### src/rtl/aes_job_scheduler_pkg.sv
// Shared types and defaults for the AES multi-block job scheduler.
package aes_job_scheduler_pkg;

   localparam int unsigned AES_BLOCK_BYTES   = 16;
   localparam int unsigned AES_SCHED_TIMEOUT = 64;

   typedef enum logic [2:0] {
      IDLE,
      REQ,
      START,
      WAIT,
      NEXT,
      FINISH,
      ERROR
   } aes_sched_state_t;

   // Control outputs, all decoded from the scheduler state.
   typedef struct packed {
      logic src_req;
      logic snk_req;
      logic eng_enable;
      logic eng_clear;
      logic eng_start;
      logic busy;
      logic done;
   } aes_sched_out_t;

   // Moore decode of a state into its control outputs.
   function automatic aes_sched_out_t aes_sched_decode(input aes_sched_state_t s);
      aes_sched_out_t o;
      o      = '0;
      o.busy = (s != IDLE);
      unique case (s)
         IDLE:   o.eng_clear = 1'b1;
         REQ: begin
            o.src_req    = 1'b1;
            o.snk_req    = 1'b1;
            o.eng_enable = 1'b1;
         end
         START: begin
            o.eng_start  = 1'b1;
            o.eng_enable = 1'b1;
         end
         WAIT:   o.eng_enable = 1'b1;
         FINISH: o.done = 1'b1;
         ERROR:  o.done = 1'b1;
         default: ;
      endcase
      return o;
   endfunction

endpackage

### src/rtl/aes_job_scheduler_addr_stepper.sv
// Source/sink streamer base address registers: load at job start, advance per block.
module aes_addr_stepper #(
   parameter int unsigned ADDR_W      = 32,
   parameter int unsigned BLOCK_BYTES = 16
) (
   input  logic              clk,
   input  logic              rst_i,
   input  logic              load_i,
   input  logic              step_i,
   input  logic [ADDR_W-1:0] src_base_i,
   input  logic [ADDR_W-1:0] dst_base_i,
   output logic [ADDR_W-1:0] src_addr_o,
   output logic [ADDR_W-1:0] dst_addr_o
);

   logic [ADDR_W-1:0] src_q;
   logic [ADDR_W-1:0] dst_q;

   // Address registers; the increment wraps modulo 2^ADDR_W.
   always_ff @(posedge clk) begin
      if (rst_i) begin
         src_q <= '0;
         dst_q <= '0;
      end else if (load_i) begin
         src_q <= src_base_i;
         dst_q <= dst_base_i;
      end else if (step_i) begin
         src_q <= src_q + ADDR_W'(BLOCK_BYTES);
         dst_q <= dst_q + ADDR_W'(BLOCK_BYTES);
      end
   end

   assign src_addr_o = src_q;
   assign dst_addr_o = dst_q;

endmodule

### src/rtl/aes_job_scheduler.sv
// Multi-block AES job scheduler: sequences streamer requests, engine start and
// completion for each block, with per-block timeout and job progress reporting.
module aes_job_scheduler
   import aes_job_scheduler_pkg::*;
#(
   parameter int unsigned ADDR_W      = 32,
   parameter int unsigned CNT_W       = 16,
   parameter int unsigned BLOCK_BYTES = AES_BLOCK_BYTES,
   parameter int unsigned TIMEOUT     = AES_SCHED_TIMEOUT
) (
   input  logic              clk,
   input  logic              reset,
   input  logic              clear,
   input  logic              start_i,
   input  logic [ADDR_W-1:0] src_base_i,
   input  logic [ADDR_W-1:0] dst_base_i,
   input  logic [CNT_W-1:0]  nb_blocks_i,
   output logic              src_req_start_o,
   output logic [ADDR_W-1:0] src_addr_o,
   input  logic              src_ready_i,
   output logic              snk_req_start_o,
   output logic [ADDR_W-1:0] snk_addr_o,
   input  logic              snk_ready_i,
   input  logic              snk_done_i,
   output logic              eng_enable_o,
   output logic              eng_clear_o,
   output logic              eng_start_o,
   input  logic              eng_done_i,
   output logic              busy_o,
   output logic              done_o,
   output logic              err_o,
   output logic [CNT_W-1:0]  blocks_done_o
);

   localparam int unsigned TO_W = $clog2(TIMEOUT);

   aes_sched_state_t  state_q, state_d;
   aes_sched_out_t    out_q;
   logic [CNT_W-1:0]  nb_q;
   logic [CNT_W-1:0]  blocks_q;
   logic [CNT_W-1:0]  blocks_inc;
   logic [TO_W-1:0]   to_cnt_q;
   logic              eng_seen_q, snk_seen_q;
   logic              eng_any, snk_any;
   logic              err_q;
   logic              rst;
   logic              start_acc;

   assign rst       = reset | clear;
   assign start_acc = (state_q == IDLE) && start_i;

   // Next-state logic; done pulses count as seen on the cycle they arrive.
   always_comb begin
      state_d    = state_q;
      eng_any    = eng_seen_q | eng_done_i;
      snk_any    = snk_seen_q | snk_done_i;
      blocks_inc = blocks_q + CNT_W'(1);
      unique case (state_q)
         IDLE:   if (start_i) state_d = (nb_blocks_i == '0) ? FINISH : REQ;
         REQ:    if (src_ready_i && snk_ready_i) state_d = START;
         START:  state_d = WAIT;
         WAIT: begin
            if (eng_any && snk_any)                      state_d = NEXT;
            else if (to_cnt_q == TO_W'(TIMEOUT - 1))     state_d = ERROR;
         end
         NEXT:   state_d = (blocks_inc == nb_q) ? FINISH : REQ;
         FINISH: state_d = IDLE;
         ERROR:  state_d = IDLE;
         default: state_d = IDLE;
      endcase
   end

   // State, registered outputs, counters and sticky flags.
   always_ff @(posedge clk) begin
      if (rst) begin
         state_q    <= IDLE;
         out_q      <= aes_sched_decode(IDLE);
         nb_q       <= '0;
         blocks_q   <= '0;
         to_cnt_q   <= '0;
         eng_seen_q <= 1'b0;
         snk_seen_q <= 1'b0;
         err_q      <= 1'b0;
      end else begin
         state_q <= state_d;
         // Outputs registered from the next state so they track state_q exactly.
         out_q   <= aes_sched_decode(state_d);
         if (start_acc) begin
            nb_q     <= nb_blocks_i;
            blocks_q <= '0;
            err_q    <= 1'b0;
         end
         if (state_d == ERROR)  err_q    <= 1'b1;
         if (state_q == NEXT)   blocks_q <= blocks_inc;
         if (state_q == WAIT) begin
            to_cnt_q   <= to_cnt_q + TO_W'(1);
            eng_seen_q <= eng_any;
            snk_seen_q <= snk_any;
         end else begin
            to_cnt_q   <= '0;
            eng_seen_q <= 1'b0;
            snk_seen_q <= 1'b0;
         end
      end
   end

   aes_addr_stepper #(
      .ADDR_W      (ADDR_W),
      .BLOCK_BYTES (BLOCK_BYTES)
   ) u_addr (
      .clk        (clk),
      .rst_i      (rst),
      .load_i     (start_acc),
      .step_i     (state_q == NEXT),
      .src_base_i (src_base_i),
      .dst_base_i (dst_base_i),
      .src_addr_o (src_addr_o),
      .dst_addr_o (snk_addr_o)
   );

   assign src_req_start_o = out_q.src_req;
   assign snk_req_start_o = out_q.snk_req;
   assign eng_enable_o    = out_q.eng_enable;
   assign eng_clear_o     = out_q.eng_clear;
   assign eng_start_o     = out_q.eng_start;
   assign busy_o          = out_q.busy;
   assign done_o          = out_q.done;
   assign err_o           = err_q;
   assign blocks_done_o   = blocks_q;

endmodule

### config.mk
export PLATFORM = sky130hd
export DESIGN_NAME = aes_job_scheduler
export DESIGN_NICKNAME = d
export VERILOG_FILES = /design/src/rtl/aes_job_scheduler_pkg.sv /design/src/rtl/aes_job_scheduler_addr_stepper.sv /design/src/rtl/aes_job_scheduler.sv
export SDC_FILE = /design/constraint.sdc
export NUM_CORES = 1
export LEC_CHECK = 0
export BUFFER_PORTS_ARGS = -buffer_cell sky130_fd_sc_hd__buf_2
export CORE_AREA = 3 3 112 114
export CTS_CLUSTER_DIAMETER = 200
export DETAILED_ROUTE_END_ITERATION = 12
export DIE_AREA = 0 0 115 117
export HOLD_SLACK_MARGIN = 0.1
export PLACE_DENSITY = 0.8
export REMOVE_ABC_BUFFERS = 1
export SLEW_MARGIN = 10
export SYNTH_ARGS = -nofsm -noshare
export SYNTH_HDL_FRONTEND = slang
export SYNTH_SLANG_ARGS = --single-unit
### constraint.sdc
create_clock -name clk -period 2.98 [get_ports clk]
set_input_delay 0 -clock clk [delete_from_list [all_inputs] [get_ports clk]]
set_output_delay 0 -clock clk [all_outputs]
set_load 0.02 [all_outputs]
## Word-level counts from Yosys, hierarchy flattened

Cells that the tools add are included.

- Input port bits: 88
- Register bits after elaboration: 115

- Equal/unequal tests: 11
- Bitwise operators: 4
- Reductions and logical operators: 12
- $add $sub $neg: 4
- Muxes and demuxes: 20

Operator list:

| cell | number |
|---|---|
| 2-to-1 mux 32 bit | 4 |
| adder 32 x 5 -> 32 bit, second input constant | 2 |
| 2-to-1 mux 16 bit | 2 |
| 2-to-1 mux 3 bit | 6 |
| adder 16 x 1 -> 16 bit, second input constant | 1 |
| == test 16 bit | 1 |
| logical NOT 16 bit | 1 |
| case mux 3 bit (5 select lines) | 1 |
| == test 3 x 2 -> 1 bit, second input constant | 4 |
| == test 3 bit, second input constant | 3 |
| adder 6 x 1 -> 6 bit, second input constant | 1 |
| == test 3 x 1 -> 1 bit, second input constant | 2 |
| == test 6 bit, second input constant | 1 |
| logical NOT 3 bit | 2 |
| 2-to-1 mux 1 bit | 6 |
| nonzero test 2 bit | 2 |
| OR reduction 2 bit | 2 |
| logical AND 1 bit | 3 |
| OR 1 bit | 3 |
| nonzero test 3 bit | 1 |
| OR reduction 3 bit | 1 |
| 2-to-1 mux 2 bit | 1 |
| NOT 1 bit | 1 |

## Depth between registers and ports, before layout

- Word-level depth: 7
- Gate-level depth with buffers: 9
- Gate-level depth less buffers: 7

## Modules after synthesis

Synthesis repeated with hierarchy kept, for this count alone.

- Cells, all modules: 762
- Area total of the unflattened synthesis: 6015.8 sq um

By module, submodules not included:

| module | cells an instance | area each (sq um) | instances | seq. area each (sq um) |
|---|---|---|---|---|
| aes_addr_stepper | 436 | 3543.4 | 1 | 1281.2 |
| aes_job_scheduler | 326 | 2472.4 | 1 | 1001.0 |

## Worst setup path before layout

Ideal clock, no wire load.

- Kind: reg-to-reg
- Start point: reg blocks_q[0] (netlist: blocks_done_o[0])
- End point: reg err_q (netlist: err_o)
- Setup time: 0.069 ns
- Arrival time: 2.252 ns
- Slack: 0.658 ns
- Period minus slack after synthesis: 2.322 ns
- Cell stages (with the launch flop): 9
- Data required time: 2.911 ns
- Path through: dfxtp_1 ha_1 buf_2 nand3_2 or4_4 xnor2_1 nor4_2 a41oi_1 o21ai_1

- Cells in the longest elaborated chain, start to end: 6
- Elaborated cells between the ends (all ways): 7
- Classes of those cells: add/sub (1); eq/ne (2); mux (3); reduce/logical (1)

RTL lines:

| element | RTL line | source |
|---|---|---|
| start, declared | aes_job_scheduler.sv:40 | `logic [CNT_W-1:0] blocks_q;` |
| start signal, assigned | aes_job_scheduler.sv:94 | `if (state_q == NEXT) blocks_q <= blocks_inc;` |
| adder 16 x 1 -> 16 bit (*) | aes_job_scheduler.sv:57 | `blocks_inc = blocks_q + CNT_W'(1);` |
| == test 16 bit (*) | aes_job_scheduler.sv:66 | `NEXT: state_d = (blocks_inc == nb_q) ? FINISH : REQ;` |
| 2-to-1 mux 3 bit (*) | aes_job_scheduler.sv:66 |  |
| case mux 3 bit (5 select lines) (*) | aes_job_scheduler.sv:58 | `unique case (state_q)` |
| == test 3 bit (*) | aes_job_scheduler.sv:93 | `if (state_d == ERROR) err_q <= 1'b1;` |
| 2-to-1 mux 1 bit or nonzero test 2 bit (tied branches) | - |  |
| end signal, assigned | aes_job_scheduler.sv:83 | `err_q <= 1'b0;` |
| end signal, assigned | aes_job_scheduler.sv:91 | `err_q <= 1'b0;` |
| end signal, assigned | aes_job_scheduler.sv:93 |  |
| end, declared | aes_job_scheduler.sv:45 | `logic err_q;` |

Mark *: on every way between the ends. The rest lies on a longest branch, timed or not.
A chain may end at the register's enable or synchronous reset.

## Worst setup path after layout

- Start point: reg state_q[2]
- End point: reg u_addr.dst_q[19] (netlist: u_addr.dst_addr_o[19])

- Cells in the longest elaborated chain, start to end: 3
- Elaborated cells between the ends (all ways): 5
- Classes of those cells: eq/ne (1); mux (1); reduce/logical (3)

RTL lines:

| element | RTL line | source |
|---|---|---|
| start, declared | aes_job_scheduler.sv:37 | `aes_sched_state_t state_q, state_d;` |
| start signal, assigned | aes_job_scheduler.sv:85 | `state_q <= state_d;` |
| logical NOT 3 bit | aes_job_scheduler.sv:50 | `assign start_acc = (state_q == IDLE) && start_i;` |
| logical AND 1 bit | aes_job_scheduler.sv:50 |  |
| 2-to-1 mux 32 bit or nonzero test 2 bit (tied branches) | - |  |
| end signal, assigned | aes_job_scheduler_addr_stepper.sv:26 | `dst_q <= dst_base_i;` |
| end signal, assigned | aes_job_scheduler_addr_stepper.sv:29 | `dst_q <= dst_q + ADDR_W'(BLOCK_BYTES);` |
| end, declared | aes_job_scheduler_addr_stepper.sv:17 | `logic [ADDR_W-1:0] dst_q;` |

Parallel ways exist; a longest one is shown, timed or not.

==> run metrics <==
largest cells by area after synthesis=dfxtp_1 (37%), nand2_1 (6.5%), a21oi_1 (6.2%); via count=around 7100; cell row count=39; Area after DPL=7120 um^2; Worst VDD drop=between 0.0004 and 0.0005 V; Hold Startpoint=start_i; Initial Utilization=53.3%; internal power=~3100 uW; part of the cycle the worst path needs=roughly 90%; RSZ-0062 raised after global routing=false; number of failing hold endpoints at the final stage=0; status=finished clean; RR Endpoint=u_addr.dst_addr_o[19]$_SDFFE_PP0P_; layout cells sized above 1=between 20% and 30%; initial antenna violation count=1; asr flop ratio synth=0%; ant diodes=0; final non-filler cell total=approximately 1200; filler cell count=around 850; startpoint types=flop; post-synthesis register bit count=about 110; die height=around 120 um; critical path type=flop to flop; Vias/cell=between 5 and 6; number of flops mapped to enable cells by yosys=0; sequential area share after synthesis=between 30% and 40%; post-place setup slack=0.494 ns; fin area=between 8000 and 9000 um^2; Tightest Pin Transition=~0.77 ns; I/O Buffers=between 150 and 200; R2R setup slack=0.29 ns; root buffer cell=clkbuf_16; Leak=roughly 0.0035 uW; Logic pwr share=roughly an eighth; Mapped Cells=a little under 800; cts bufs inserted=17; clock buffer depth=2; max-cap violations=0; final wirelength=roughly 21000 um; PD cells=between 400 and 500 nW/um^2; Global Route Usage Sum=a little under a third; syn_area_per_cell=approximately 8 um^2; max frequency=approximately 370 MHz; Cell Area, Synth=between 6000 and 7000 um^2; CP required=3.29 ns; Synth top area share=a little under two fifths; hold depth=5; remaining antenna violation count=0; worst r2r path cells=6; Tightest Hold Check Type=input port to flop; minimum clock period=roughly 2.7 ns; Overflow after GRT=0; CTS sink count=114; Critical Path Sink Type=flop; net switching power=1060 uW; setup slack after layout=a little under 0.3 ns; # IOs=approximately 180; Die ar.=~13000 um^2; clock power share=48.1%; Worst EP arrival=roughly 3 ns; relative slew slack=approximately half; top_reg_cell synth=dfxtp_1; most frequent cells in the layout=buf_2 (175), dfxtp_1 (113), nand2_1 (107), dlygate4sd3_1 (93), nor2_1 (83); Setup Fix Bufs, Post-CTS=0; # setup viols final=0; Final Core Density=between 70% and 80%; largest net degree at the start of global routing=between 50 and 60; Max FO, Critical Path=36; sequential power share=38.8%; post-DP HPWL=approximately 13000 um; CTS tree=built; switching part of the total=roughly a quarter; worst flop-to-flop path startpoint=state_q[2]$_SDFF_PP0_; first-pass iteration count of the detailed router=6; placer congestion estimate=~0.9; vias in the first global route=6622; Routed wire per std cell=17.5 um; Yosys cell types=75; H-tree depth=4; first-pass GRT wire length=~33000 um; Clock transition at path regs=0.06 ns; worst skew pair latency=about 0.42 ns; final-stage net count=around 1100; Pins Over Slew Limit=0; DRC=0; Area Overhead vs Synth=40.6%; commonest non-fill, non-tap cell in the layout=buf_2; placed cell count=roughly 1100; Synth area leader=dfxtp_1; Worst Skew=approximately 0.0063 ns; hold endpoint=u_addr.dst_addr_o[4]$_SDFFE_PP0P_; die width=115 um; Core Area=about 12000 um^2; 1st-iter DRT viols=between 900 and 1000; synthesis warning total=0
[registers in the layout, indices dropped and copies added (netlist names)]
register / count
blocks_done_o: 16
busy_o: 1
done_o: 1
eng_clear_o: 1
eng_enable_o: 1
eng_seen_q: 1
eng_start_o: 1
err_o: 1
nb_q: 16
snk_seen_q: 1
src_req_start_o: 1
state_q: 3
to_cnt_q: 6
u_addr.dst_addr_o: 32
u_addr.src_addr_o: 32
[per-stage QoR]
| step | hold slack [ns] | TNS [ns] | total power, uW |
|---|---|---|---|
| after floorplan | 0.135 | -5.23 | 1880 |
| after global placement | 0.243 | 0 | 2070 |
| after detailed placement | 0.248 | 0 | 2080 |
| after CTS | 0.103 | 0 | 4150 |
| after global routing | 0.182 | 0 | 4290 |
| final | 0.121 | 0 | 4160 |
[power by group through the flow]
stage	Sequential, uW	Clock, uW	Combinational [uW]
after CTS	1610	2010	530
after global placement	1640	0	430
after global routing	1620	2080	591
after detailed placement	1640	0	435
after floorplan	1680	0	207
final	1620	2000	546
[worst max path at each step]
| stage | start | to | slack, ns | cells past startpoint |
|---|---|---|---|---|
| 2_1_floorplan | state_q[2]$_SDFF_PP0_ | u_addr.dst_addr_o[11]$_SDFFE_PP0P_ | -0.28 | 5 |
| 3_3_place_gp | blocks_done_o[0]$_SDFFE_PP0P_ | err_o$_SDFFE_PP0P_ | 0.63 | 7 |
| 3_5_place_dp | blocks_done_o[0]$_SDFFE_PP0P_ | err_o$_SDFFE_PP0P_ | 0.49 | 7 |
| 4_1_cts | state_q[0]$_SDFF_PP0_ | u_addr.src_addr_o[22]$_SDFFE_PP0P_ | 0.15 | 6 |
| 5_1_grt | state_q[2]$_SDFF_PP0_ | u_addr.dst_addr_o[24]$_SDFFE_PP0P_ | 0.12 | 8 |
| 6_report | state_q[2]$_SDFF_PP0_ | u_addr.dst_addr_o[19]$_SDFFE_PP0P_ | 0.29 | 6 |
[area by class of cell]
cell class	instances	area [um^2]	share of cell area, %
multi-input combinational	606	3600	41.6
inverter	10	37.5	0.435
timing repair buffer	285	1960	22.7
tap	143	179	2.07
clock buffer	21	470	5.45
sequential	114	2280	26.4
clock inverter	11	110	1.27
[kinds of logic after synthesis]
group                      count (synthesis)  synth area share (%)
and+or+nand+nor                          330                  27.5
AOI/OAI and AO/OA                        234                  24.3
DFF                                      114                  37.1
buffers and inverters                     67                  4.70
xor gates and xnor gates                  33                  4.70
muxes                                      5                 0.876
adders and majority gates                  4                 0.815
[critical path, stage by stage, from the launching register on]
cell and delay (ns):
dfxtp_2 0.53, nand2b_1 0.33, or2_4 0.46, buf_4 0.27, a41oi_1 0.13, o221a_2 0.29
dlygate4sd3_1 0.56
[Yosys cell counts, types with 4 or more instances]
master,n
o22ai_1,7
and2_1,6
nor4_1,4
xor2_1,13
buf_4,4
a211oi_1,25
a22oi_1,9
o221a_2,4
dfxtp_1,114
a31oi_1,13
buf_1,5
o21ai_0,47
a311oi_1,12
nor3_1,14
nor2b_1,4
nand4_1,22
nand2_1,107
nand3_1,31
inv_1,10
ha_1,4
buf_2,11
o221ai_1,4
nor2_1,83
or3_1,7
clkbuf_1,35
and3_2,5
xnor2_1,20
a21oi_1,76
and4_1,4
and3_1,7
[metal layers]
layer	vias to the layer above	GRT usage (%)	wire, um
li1	3378	-	-
met1	3325	38.5	8480
met2	345	52.1	10100
met3	51	6.94	1830
met4	2	9.23	410
met5	-	0	12
[repair_timing]
action,in CTS,in global routing
gates resized for setup,0,2
hold buffers,93,0
hold endpoints to repair,84,0
endpoints found under the setup margin,0,5
(Power assumes the default switching activity.)
